--- config.mk ---
export PLATFORM = sky130hd
export DESIGN_NAME = riscv_lsu
export DESIGN_NICKNAME = d
export VERILOG_FILES = /design/src/rtl/riscv_lsu_pkg.sv /design/src/rtl/riscv_lsu_align.sv /design/src/rtl/riscv_lsu.sv
export SDC_FILE = /design/constraint.sdc
export NUM_CORES = 1
export LEC_CHECK = 0
export BUFFER_PORTS_ARGS = -buffer_cell sky130_fd_sc_hd__buf_2
export CORE_ASPECT_RATIO = 0.75
export CORE_MARGIN = 4
export CORE_UTILIZATION = 50
export DETAILED_ROUTE_END_ITERATION = 12
export HOLD_SLACK_MARGIN = 0.02
export PLACE_DENSITY = 0.83
export SLEW_MARGIN = 20
export SYNTH_ARGS = -nofsm -noshare
export SYNTH_HDL_FRONTEND = slang
export SYNTH_SLANG_ARGS = --single-unit
--- constraint.sdc ---
create_clock -name clk_i -period 5.95 [get_ports clk_i]
set_clock_uncertainty 0.05 [all_clocks]
set_input_delay 0.8925 -clock clk_i [delete_from_list [all_inputs] [get_ports clk_i]]
set_output_delay 0.8925 -clock clk_i [all_outputs]
set_load 0.05 [all_outputs]
--- src/rtl/riscv_lsu_pkg.sv ---
// Shared types and helpers for the RISC-V load/store unit: FSM states,
// access size codes, alignment check, byte-enable and load-extension helpers.
package riscv_lsu_pkg;

   // Size codes as produced by the decoder's mem_size_o
   localparam logic [2:0] LDST_B  = 3'd0;
   localparam logic [2:0] LDST_H  = 3'd1;
   localparam logic [2:0] LDST_W  = 3'd2;
   localparam logic [2:0] LDST_BU = 3'd4;
   localparam logic [2:0] LDST_HU = 3'd5;

   typedef enum logic [1:0] {
      IDLE = 2'd0,
      REQ  = 2'd1,
      DONE = 2'd2
   } lsu_state_t;

   // Legal size with natural alignment; sizes 3, 6 and 7 never pass
   function automatic logic access_ok(input logic [2:0] size, input logic [1:0] a);
      case (size)
         LDST_B, LDST_BU: access_ok = 1'b1;
         LDST_H, LDST_HU: access_ok = ~a[0];
         LDST_W:          access_ok = (a == 2'b00);
         default:         access_ok = 1'b0;
      endcase
   endfunction

   function automatic logic [3:0] byte_enable(input logic [2:0] size, input logic [1:0] a);
      case (size)
         LDST_B, LDST_BU: byte_enable = 4'b0001 << a;
         LDST_H, LDST_HU: byte_enable = 4'b0011 << {a[1], 1'b0};
         default:         byte_enable = 4'b1111;
      endcase
   endfunction

   function automatic logic [31:0] load_extend(input logic [2:0] size, input logic [1:0] a,
                                               input logic [31:0] rdata);
      logic [7:0]  b;
      logic [15:0] h;
      b = rdata[{a, 3'b000} +: 8];
      h = rdata[{a[1], 4'b0000} +: 16];
      case (size)
         LDST_B:  load_extend = {{24{b[7]}}, b};
         LDST_BU: load_extend = {24'h000000, b};
         LDST_H:  load_extend = {{16{h[15]}}, h};
         LDST_HU: load_extend = {16'h0000, h};
         default: load_extend = rdata;
      endcase
   endfunction

endpackage

--- src/rtl/riscv_lsu_align.sv ---
// Combinational lane steering for the LSU: byte enables, store-data replication,
// misalignment detection on the issuing request, and load extraction/extension.
module riscv_lsu_align
   import riscv_lsu_pkg::*;
(
   input  logic [2:0]  size,
   input  logic [1:0]  offset,
   input  logic [31:0] store_data,
   input  logic [2:0]  ld_size,
   input  logic [1:0]  ld_offset,
   input  logic [31:0] rdata,
   output logic [3:0]  be,
   output logic [31:0] wdata,
   output logic        misalign,
   output logic [31:0] load_data
);

   logic byte_sel;
   logic half_sel;

   assign byte_sel  = (size == LDST_B) || (size == LDST_BU);
   assign half_sel  = (size == LDST_H) || (size == LDST_HU);
   assign misalign  = ~access_ok(size, offset);
   assign be        = byte_enable(size, offset);
   assign load_data = load_extend(ld_size, ld_offset, rdata);

   // Every lane carries the datum so the memory can pick by byte enable alone
   genvar gi;
   generate
      for (gi = 0; gi < 4; gi++) begin : g_lane
         assign wdata[8*gi +: 8] = byte_sel ? store_data[7:0] :
                                   half_sel ? store_data[8*(gi%2) +: 8] :
                                              store_data[8*gi +: 8];
      end
   endgenerate

endmodule

--- src/rtl/riscv_lsu.sv ---
// Load/store unit: issues one req/ack data-bus access per request, stalls the
// core until it completes, and returns extended load data for writeback.
module riscv_lsu
   import riscv_lsu_pkg::*;
#(
   parameter int TIMEOUT_CYCLES = 0
)(
   input  logic        clk_i,
   input  logic        rst_i,
   input  logic        lsu_req_i,
   input  logic        lsu_we_i,
   input  logic [2:0]  lsu_size_i,
   input  logic [31:0] lsu_addr_i,
   input  logic [31:0] lsu_data_i,
   output logic        lsu_stall_req_o,
   output logic [31:0] lsu_data_o,
   output logic        lsu_misalign_o,
   output logic        lsu_bus_err_o,
   output logic        data_req_o,
   output logic        data_we_o,
   output logic [3:0]  data_be_o,
   output logic [31:0] data_addr_o,
   output logic [31:0] data_wdata_o,
   input  logic [31:0] data_rdata_i,
   input  logic        data_ack_i
);

   lsu_state_t  state_reg, state_next;
   logic        we_reg;
   logic [2:0]  size_reg;
   logic [1:0]  offset_reg;
   logic        data_req_reg, data_we_reg, bus_err_reg;
   logic [3:0]  be_reg;
   logic [31:0] addr_reg, wdata_reg, lsu_data_reg;

   logic [3:0]  be_comb;
   logic [31:0] wdata_comb, load_data_comb;
   logic        misalign_comb;
   logic        timeout;
   logic        issue, finish, stall_comb, misalign_pulse;

   riscv_lsu_align u_align (
      .size       (lsu_size_i),
      .offset     (lsu_addr_i[1:0]),
      .store_data (lsu_data_i),
      .ld_size    (size_reg),
      .ld_offset  (offset_reg),
      .rdata      (data_rdata_i),
      .be         (be_comb),
      .wdata      (wdata_comb),
      .misalign   (misalign_comb),
      .load_data  (load_data_comb)
   );

   always_ff @(posedge clk_i or posedge rst_i) begin
      if (rst_i) state_reg <= IDLE;
      else       state_reg <= state_next;
   end

   always_comb begin
      state_next     = state_reg;
      issue          = 1'b0;
      finish         = 1'b0;
      stall_comb     = 1'b0;
      misalign_pulse = 1'b0;
      case (state_reg)
         IDLE: begin
            if (lsu_req_i) begin
               if (misalign_comb) begin
                  misalign_pulse = 1'b1;
               end else begin
                  issue      = 1'b1;
                  stall_comb = 1'b1;
                  state_next = REQ;
               end
            end
         end
         REQ: begin
            stall_comb = 1'b1;
            if (data_ack_i || timeout) begin
               finish     = 1'b1;
               state_next = DONE;
            end
         end
         DONE:    state_next = IDLE;
         default: state_next = IDLE;
      endcase
   end

   always_ff @(posedge clk_i or posedge rst_i) begin
      if (rst_i) begin
         we_reg       <= 1'b0;
         size_reg     <= 3'd0;
         offset_reg   <= 2'd0;
         data_req_reg <= 1'b0;
         data_we_reg  <= 1'b0;
         be_reg       <= 4'd0;
         addr_reg     <= 32'd0;
         wdata_reg    <= 32'd0;
         lsu_data_reg <= 32'd0;
         bus_err_reg  <= 1'b0;
      end else begin
         bus_err_reg <= 1'b0;
         if (issue) begin
            we_reg       <= lsu_we_i;
            size_reg     <= lsu_size_i;
            offset_reg   <= lsu_addr_i[1:0];
            data_req_reg <= 1'b1;
            data_we_reg  <= lsu_we_i;
            be_reg       <= be_comb;
            addr_reg     <= {lsu_addr_i[31:2], 2'b00};
            wdata_reg    <= wdata_comb;
         end else if (finish) begin
            data_req_reg <= 1'b0;
            // Ack has priority over a timeout landing in the same cycle
            if (data_ack_i) begin
               if (!we_reg) lsu_data_reg <= load_data_comb;
            end else begin
               bus_err_reg <= 1'b1;
            end
         end
      end
   end

   generate
      if (TIMEOUT_CYCLES != 0) begin : g_timeout
         localparam int CW = $clog2(TIMEOUT_CYCLES + 1);
         logic [CW-1:0] cnt_reg;
         logic [CW-1:0] cnt_inc;

         assign cnt_inc = cnt_reg + 1'b1;
         assign timeout = (state_reg == REQ) && !data_ack_i && (cnt_inc == CW'(TIMEOUT_CYCLES));

         always_ff @(posedge clk_i or posedge rst_i) begin
            if (rst_i)                                             cnt_reg <= '0;
            else if ((state_reg == REQ) && !data_ack_i && !timeout) cnt_reg <= cnt_inc;
            else                                                   cnt_reg <= '0;
         end
      end else begin : g_no_timeout
         assign timeout = 1'b0;
      end
   endgenerate

   // Combinational handshakes are forced low while reset is held
   assign lsu_stall_req_o = stall_comb & ~rst_i;
   assign lsu_misalign_o  = misalign_pulse & ~rst_i;
   assign lsu_bus_err_o   = bus_err_reg;
   assign lsu_data_o      = lsu_data_reg;
   assign data_req_o      = data_req_reg;
   assign data_we_o       = data_we_reg;
   assign data_be_o       = be_reg;
   assign data_addr_o     = addr_reg;
   assign data_wdata_o    = wdata_reg;

endmodule

==> out/summary.txt, run 1 <==
status: finished clean
first-pass GRT wire length: 21,200 µm
Synth area leaders: dfrtp_1 (54%), mux2_2 (7.7%), mux2_4 (5.7%)
die area: 11,600 µm²
Via Count: 4,205
CP Launch Type: primary input
worst r2r path cells: 4
slowest cell delay on critical path: 0.56 ns
dominant cell type by area after synthesis: dfrtp_1
launching point of the worst reg2reg path: offset_reg[1]
I/O Pins: 209
share of the yosys chip area belonging to registers: 54.4%
Worst Path Class, Setup: primary input to output port
Critical Path Fanout Max: 31
DR vias/cell: 5.38
number of global-route vias before repair: 4,319
pwr/cell area: 535 nW/µm²
clock group share of total power: 16.0%
post-DP HPWL: 9890 µm
Starting Density: 51.4%
final setup vio count: 0
Die W: 123 µm
post-synthesis cell area: 4970 µm²
CP Cell Sequence: buf_2, or2_1, a2111o_2, a211oi_1, buf_2
GP Congestion: 0.853
Post-synth EDFFs: 0
Final Routed Wirelength: 13,300 µm
Yosys Warn Count: 0
CTS max path bufs: 2
# resized after CTS: 0
Synth async-reset ratio: 100%
Final nets: 750
Multi-input gate area: 2080 µm²
die height: 94.3 µm
drt pass-1 iters: 5
clock-pin slew on the worst setup and hold paths: 0.07 ns
CP Capture Type: output port
number of filler cells placed in the layout: 772
Num CTS Buffers: 9
Worst Setup SP: lsu_size_i[1]
Clk Latency, worst-skew pair: 0.34 ns
fin crit share: 62.9%
CTS tree: done
post-synth top area share: 54.4%
GRT Resource Usage Total: 23.3%
grt total ovfl: 0
Sequential Power Share: 34.8%
average wire per standard cell: 17.0 µm
Post-CTS Setup Repair Bufs: 0
HP Class: flop to flop
Syn Inst Count: 461
Clock Tree Root: clkbuf_16
Final Power: 3.37 mW
initial antenna violation count: 0
unrepaired setup endpoints after global routing: false
FP Rows: 31
initial DRC count: 295
Worst R2R Setup Slack: 3.52 ns
H-tree depth: 3
number of hold buffers added after CTS: 0
VDD IR-drop max: 392 µV
Leak Pwr: 3.32 nW
area grow syn2layout: 26.8%
most frequent CP cell: buf_2
CP endpoint: lsu_stall_req_o
Core Area: 9660 µm²
layout cells sized above 1: 43.1%
WP data arrival: 2.80 ns
Max Slew Vio Count: 0
final hold vios: 0
fin crit period: 3.74 ns
Reg area: 2700 µm²
Avg Cell Area, Syn: 10.8 µm²
flops & latches, synth: 108
Net Sw Power: 1.67 mW
top post-synthesis cells by count: dfrtp_1 (108), nand2_1 (67), o21ai_0 (39)
DRC: 0
max_slew headroom: 40.9%
Int Pwr: 1.69 mW
worst path required time: 5.01 ns
ANT cells: 0
setup_tns: 0 ns
clock sink total: 108
Switching Fraction: 49.7%
IO buf count: 206
Fmax achieved: 267 MHz
Max Cap Viol: 0
post-route ant nets: 0
reg2reg end: lsu_data_o[23]
Combinational Power Share: 49.2%
largest net degree at the start of global routing: 104
library cells used by synthesis: 37
top-count cell post-synth: dfrtp_1
Main synth FF type: dfrtp_1
Slew @ Worst Pin: 0.886 ns
hold_ws: 0.427 ns
slowest stage cell, crit path: a2111o_2
-- logic make-up (layout without fill, tap and decap cells) --
group	count (synthesis)	after routing	share of synthesized area (%)
AO/OA/AOI/OAI	93	93	10.9
buffers and inverters	45	232	3.95
flip-flops	108	108	54.4
multiplexers	80	80	18.9
other	1	3	0.0755
AND/OR/NAND/NOR	134	134	11.7
-- per-stage QoR --
step                      setup slack, ns  area, µm²  utilization (%)  instances
final                                2.21       6300             65.2        782
after global routing                 2.11       6300             65.2        782
after detailed placement             2.23       6030             62.5        767
after floorplan                      1.70       4970                -        463
after global placement               2.24       6030             62.5        767
after CTS                            2.21       6290             65.2        782
-- placed cells by master, fill, tap and decap left out, drive strengths merged, types with 4 or more instances in the layout --
cell	synthesis	routed
o21ai	39	39
clkbuf	28	11
dfrtp	108	108
nand2b	4	4
buf	9	209
nand2	67	67
inv	8	8
mux2i	27	27
mux2	53	53
a21o	6	6
nor2	18	18
a22oi	9	9
a21oi	28	28
nand3	35	35
-- area by class of cell --
class                           instances  share of cell area, %
Clock inverter                          4                  0.437
Inverter                                8                  0.517
Timing Repair Buffer                  209                   16.8
Sequential cell                       108                   42.9
Clock buffer                           11                   3.70
Tap cell                              132                   2.62
Multi-Input combinational cell        310                   33.0
-- worst min path at each step --
stage                                start                to  cells past startpoint
after floorplan               state_reg[1]      state_reg[0]                      1
after global placement    data_wdata_o[16]  data_wdata_o[16]                      2
after detailed placement      data_be_o[0]      data_be_o[0]                      2
after CTS                     data_be_o[0]      data_be_o[0]                      2
after global routing          data_be_o[0]      data_be_o[0]                      2
final                         data_be_o[0]      data_be_o[0]                      2
-- power groups by stage --
| stage | clock network [mW] | logic (mW) | registers (mW) |
|---|---|---|---|
| final | 0.539 | 1.66 | 1.17 |
| after global routing | 0.591 | 1.74 | 1.20 |
| after CTS | 0.556 | 1.67 | 1.17 |
| after detailed placement | 0 | 1.67 | 1.18 |
| after global placement | 0 | 1.64 | 1.17 |
| after floorplan | 0 | 0.424 | 2.00 |
-- per-layer routing --
layer	track usage (%)	part of all wire (%)	vias to the layer above
met5	0	0	-
met4	7.19	1.6	0
met3	7.89	9.8	21
met2	38.8	49	193
met1	28.9	40	2020
li1	-	-	1971
-- critical path, delay by kind of cell --
family	cells	cell delay (ns)
compound gates	2	0.80
buf+inv	2	0.60
simple gates	1	0.50
Note: power is estimated with default switching activity, not from simulation.
==> run 2, diff against run 1 <==
--- a/config.mk
+++ b/config.mk
@@ -8,10 +8,10 @@
 export BUFFER_PORTS_ARGS = -buffer_cell sky130_fd_sc_hd__buf_2
 export CORE_ASPECT_RATIO = 0.75
 export CORE_MARGIN = 4
-export CORE_UTILIZATION = 50
+export CORE_UTILIZATION = 48
 export DETAILED_ROUTE_END_ITERATION = 12
 export HOLD_SLACK_MARGIN = 0.02
-export PLACE_DENSITY = 0.83
+export PLACE_DENSITY = 0.8
 export SLEW_MARGIN = 20
 export SYNTH_ARGS = -nofsm -noshare
 export SYNTH_HDL_FRONTEND = slang
==> constraint.sdc (replaced) <==
create_clock -name clk_i -period 3.75 [get_ports clk_i]
set_clock_uncertainty 0.05 [all_clocks]
set_input_delay 0.5625 -clock clk_i [delete_from_list [all_inputs] [get_ports clk_i]]
set_output_delay 0.5625 -clock clk_i [all_outputs]
set_load 0.05 [all_outputs]
==> run 2 against run 1 <==
Non-clock buffer count increased by 3. Clock power increased by 120%. Highest routed layer unchanged. Die area increased by 3.9%. Count of clock-buffer cells in the layout decreased by 2. Largest power group unchanged.
==> out/summary.txt, run 2 (synthesized netlist as in run 1, its figures left out) <==
Clk Latency, worst-skew pair: 0.34 ns (about the same)
final hold vios: 0 (unchanged)
Switching Fraction: 47.6% (was 49.7%)
slowest cell delay on critical path: 0.51 ns (was 0.56 ns)
Final nets: 753 (was 750)
Net Sw Power: 2.69 mW (was 1.67 mW)
Via Count: 4,217 (was 4,205)
fin crit period: 2.94 ns
Clock Tree Root: clkbuf_16 (unchanged)
DRC: 0 (unchanged)
Max Slew Vio Count: 0 (unchanged)
post-layout util: 65.0% (was 65.2%)
most frequent CP cell: buf_2 (unchanged)
setup_tns: 0 ns (unchanged)
die height: 96.1 µm (was 94.3 µm)
WP data arrival: 2.33 ns (was 2.80 ns)
Post-CTS Setup Repair Bufs: 0 (unchanged)
clock group share of total power: 20.5% (was 16.0%)
HP Class: primary input to async pin (was flop to flop)
Combinational Power Share: 46.5% (was 49.2%)
GRT Resource Usage Total: 22.4% (was 23.3%)
initial DRC count: 364 (was 295)
Max Cap Viol: 0 (unchanged)
Leak Pwr: 3.40 nW (was 3.32 nW)
I/O Pins: 209 (unchanged)
Worst Path Class, Setup: primary input to output port (unchanged)
initial antenna violation count: 0 (unchanged)
post-route ant nets: 0 (unchanged)
Final Routed Wirelength: 13,700 µm (was 13,300 µm)
Starting Density: 50.2% (was 51.4%)
area grow syn2layout: 29.5% (was 26.8%)
Num CTS Buffers: 9 (unchanged)
number of hold buffers added after CTS: 0 (unchanged)
post-DP HPWL: 10,000 µm (was 9890 µm)
CP Cell Sequence: buf_2, or2_1, buf_4, a2111o_2, a211oi_1, buf_2 (was buf_2, or2_1, a2111o_2, a211oi_1, buf_2)
status: finished clean (unchanged)
average wire per standard cell: 17.4 µm (was 17.0 µm)
Die W: 125 µm (was 123 µm)
most frequent cells in the layout: buf_2 (206), dfrtp_1 (108), nand2_1 (67), o21ai_0 (39), nand3_1 (35) (unchanged)
# resized after CTS: 0 (unchanged)
CP Launch Type: primary input (unchanged)
Core Area: 9890 µm² (was 9660 µm²)
slowest stage cell, crit path: a2111o_2 (unchanged)
Buf/Inv on CP: 3 (was 2)
Worst R2R Setup Slack: 1.19 ns (was 3.52 ns)
commonest non-fill, non-tap cell in the layout: buf_2 (unchanged)
DR vias/cell: 5.37 (was 5.38)
IO buf count: 206 (unchanged)
grt total ovfl: 0 (unchanged)
Critical Path Fanout Max: 13 (was 31)
drt pass-1 iters: 6 (was 5)
pwr/cell area: 880 nW/µm² (was 535 nW/µm²)
fin crit share: 78.3%
clock-pin slew on the worst setup and hold paths: 0.07 ns (about the same)
Int Pwr: 2.97 mW (was 1.69 mW)
Fmax achieved: 340 MHz
die area: 12,100 µm² (was 11,600 µm²)
CP Capture Type: output port (unchanged)
final setup vio count: 0 (unchanged)
GP Congestion: 0.856 (was 0.853)
VDD IR-drop max: 450 µV (was 392 µV)
H-tree depth: 3 (unchanged)
first-pass GRT wire length: 21,600 µm (was 21,200 µm)
clock sink total: 108 (unchanged)
family with the most delay on the worst path: compound AO/OA/AOI/OAI gates (unchanged)
CTS tree: done (unchanged)
unrepaired setup endpoints after global routing: false (unchanged)
ANT cells: 0 (unchanged)
FP Rows: 31 (unchanged)
CTS max path bufs: 2 (unchanged)
layout cells sized above 1: 43.7% (was 43.1%)
Slew @ Worst Pin: 0.916 ns (was 0.886 ns)
number of global-route vias before repair: 4,252 (was 4,319)
worst path required time: 3.14 ns (was 5.01 ns)
max_slew headroom: 38.9% (was 40.9%)
largest net degree at the start of global routing: 104 (unchanged)
Sequential Power Share: 32.9% (was 34.8%)
[run 2: worst reg2reg max path, cell delays in order (launching register included)]
cell	delay, ns
dfrtp_1	0.81
mux2_2	0.45
mux2_2	0.26
nand4_1	0.51
o311ai_0	0.30
[run 2: cell type report]
type | count | area (µm²)
multi-input combinational | 310 | 2080
fill | 785 | 3460
sequential | 108 | 2700
clock inverter | 7 | 146
inverter | 8 | 32.5
timing repair buffer | 212 | 1080
clock buffer | 9 | 225
tap | 132 | 165
[run 2: per-layer routing]
layer	global-route usage [%]	wire length, µm
met5	0	0
met2	38.6	6610
met3	7.60	1390
met4	5.51	164
met1	27.6	5540
[run 2: path summary, 6_finish.rpt]
path                                from          endpoint  cells past startpoint
max reg2reg                offset_reg[1]    lsu_data_o[23]                      4
max in group asynchronous          rst_i  data_wdata_o[23]                      3
min reg2reg                 data_be_o[1]      data_be_o[1]                      2
min in group clk_i            data_ack_i      state_reg[0]                      2
max                        lsu_size_i[0]   lsu_stall_req_o                      6
min                                rst_i      data_be_o[3]                      2
[run 2: power by group through the flow]
stage | clock, mW | sequential, mW | combinational (mW)
3_3_place_gp | 0 | 1.85 | 2.60
3_5_place_dp | 0 | 1.87 | 2.65
4_1_cts | 1.18 | 1.86 | 2.65
2_1_floorplan | 0 | 3.18 | 0.673
5_1_grt | 1.23 | 1.92 | 2.77
6_report | 1.16 | 1.86 | 2.63
[run 2: metrics by stage]
stage | cell area (µm²) | hold slack, ns | total power, mW | cells | setup WS, ns
finish | 6430 | 0.341 | 5.66 | 786 | 0.812
CTS | 6430 | 0.336 | 5.69 | 786 | 0.916
global route | 6430 | 0.334 | 5.92 | 786 | 0.766
floorplan | 4970 | 0.437 | 3.85 | 463 | 0.158
detailed placement | 6060 | 0.410 | 4.52 | 770 | 0.896
global placement | 6060 | 0.408 | 4.46 | 770 | 0.928
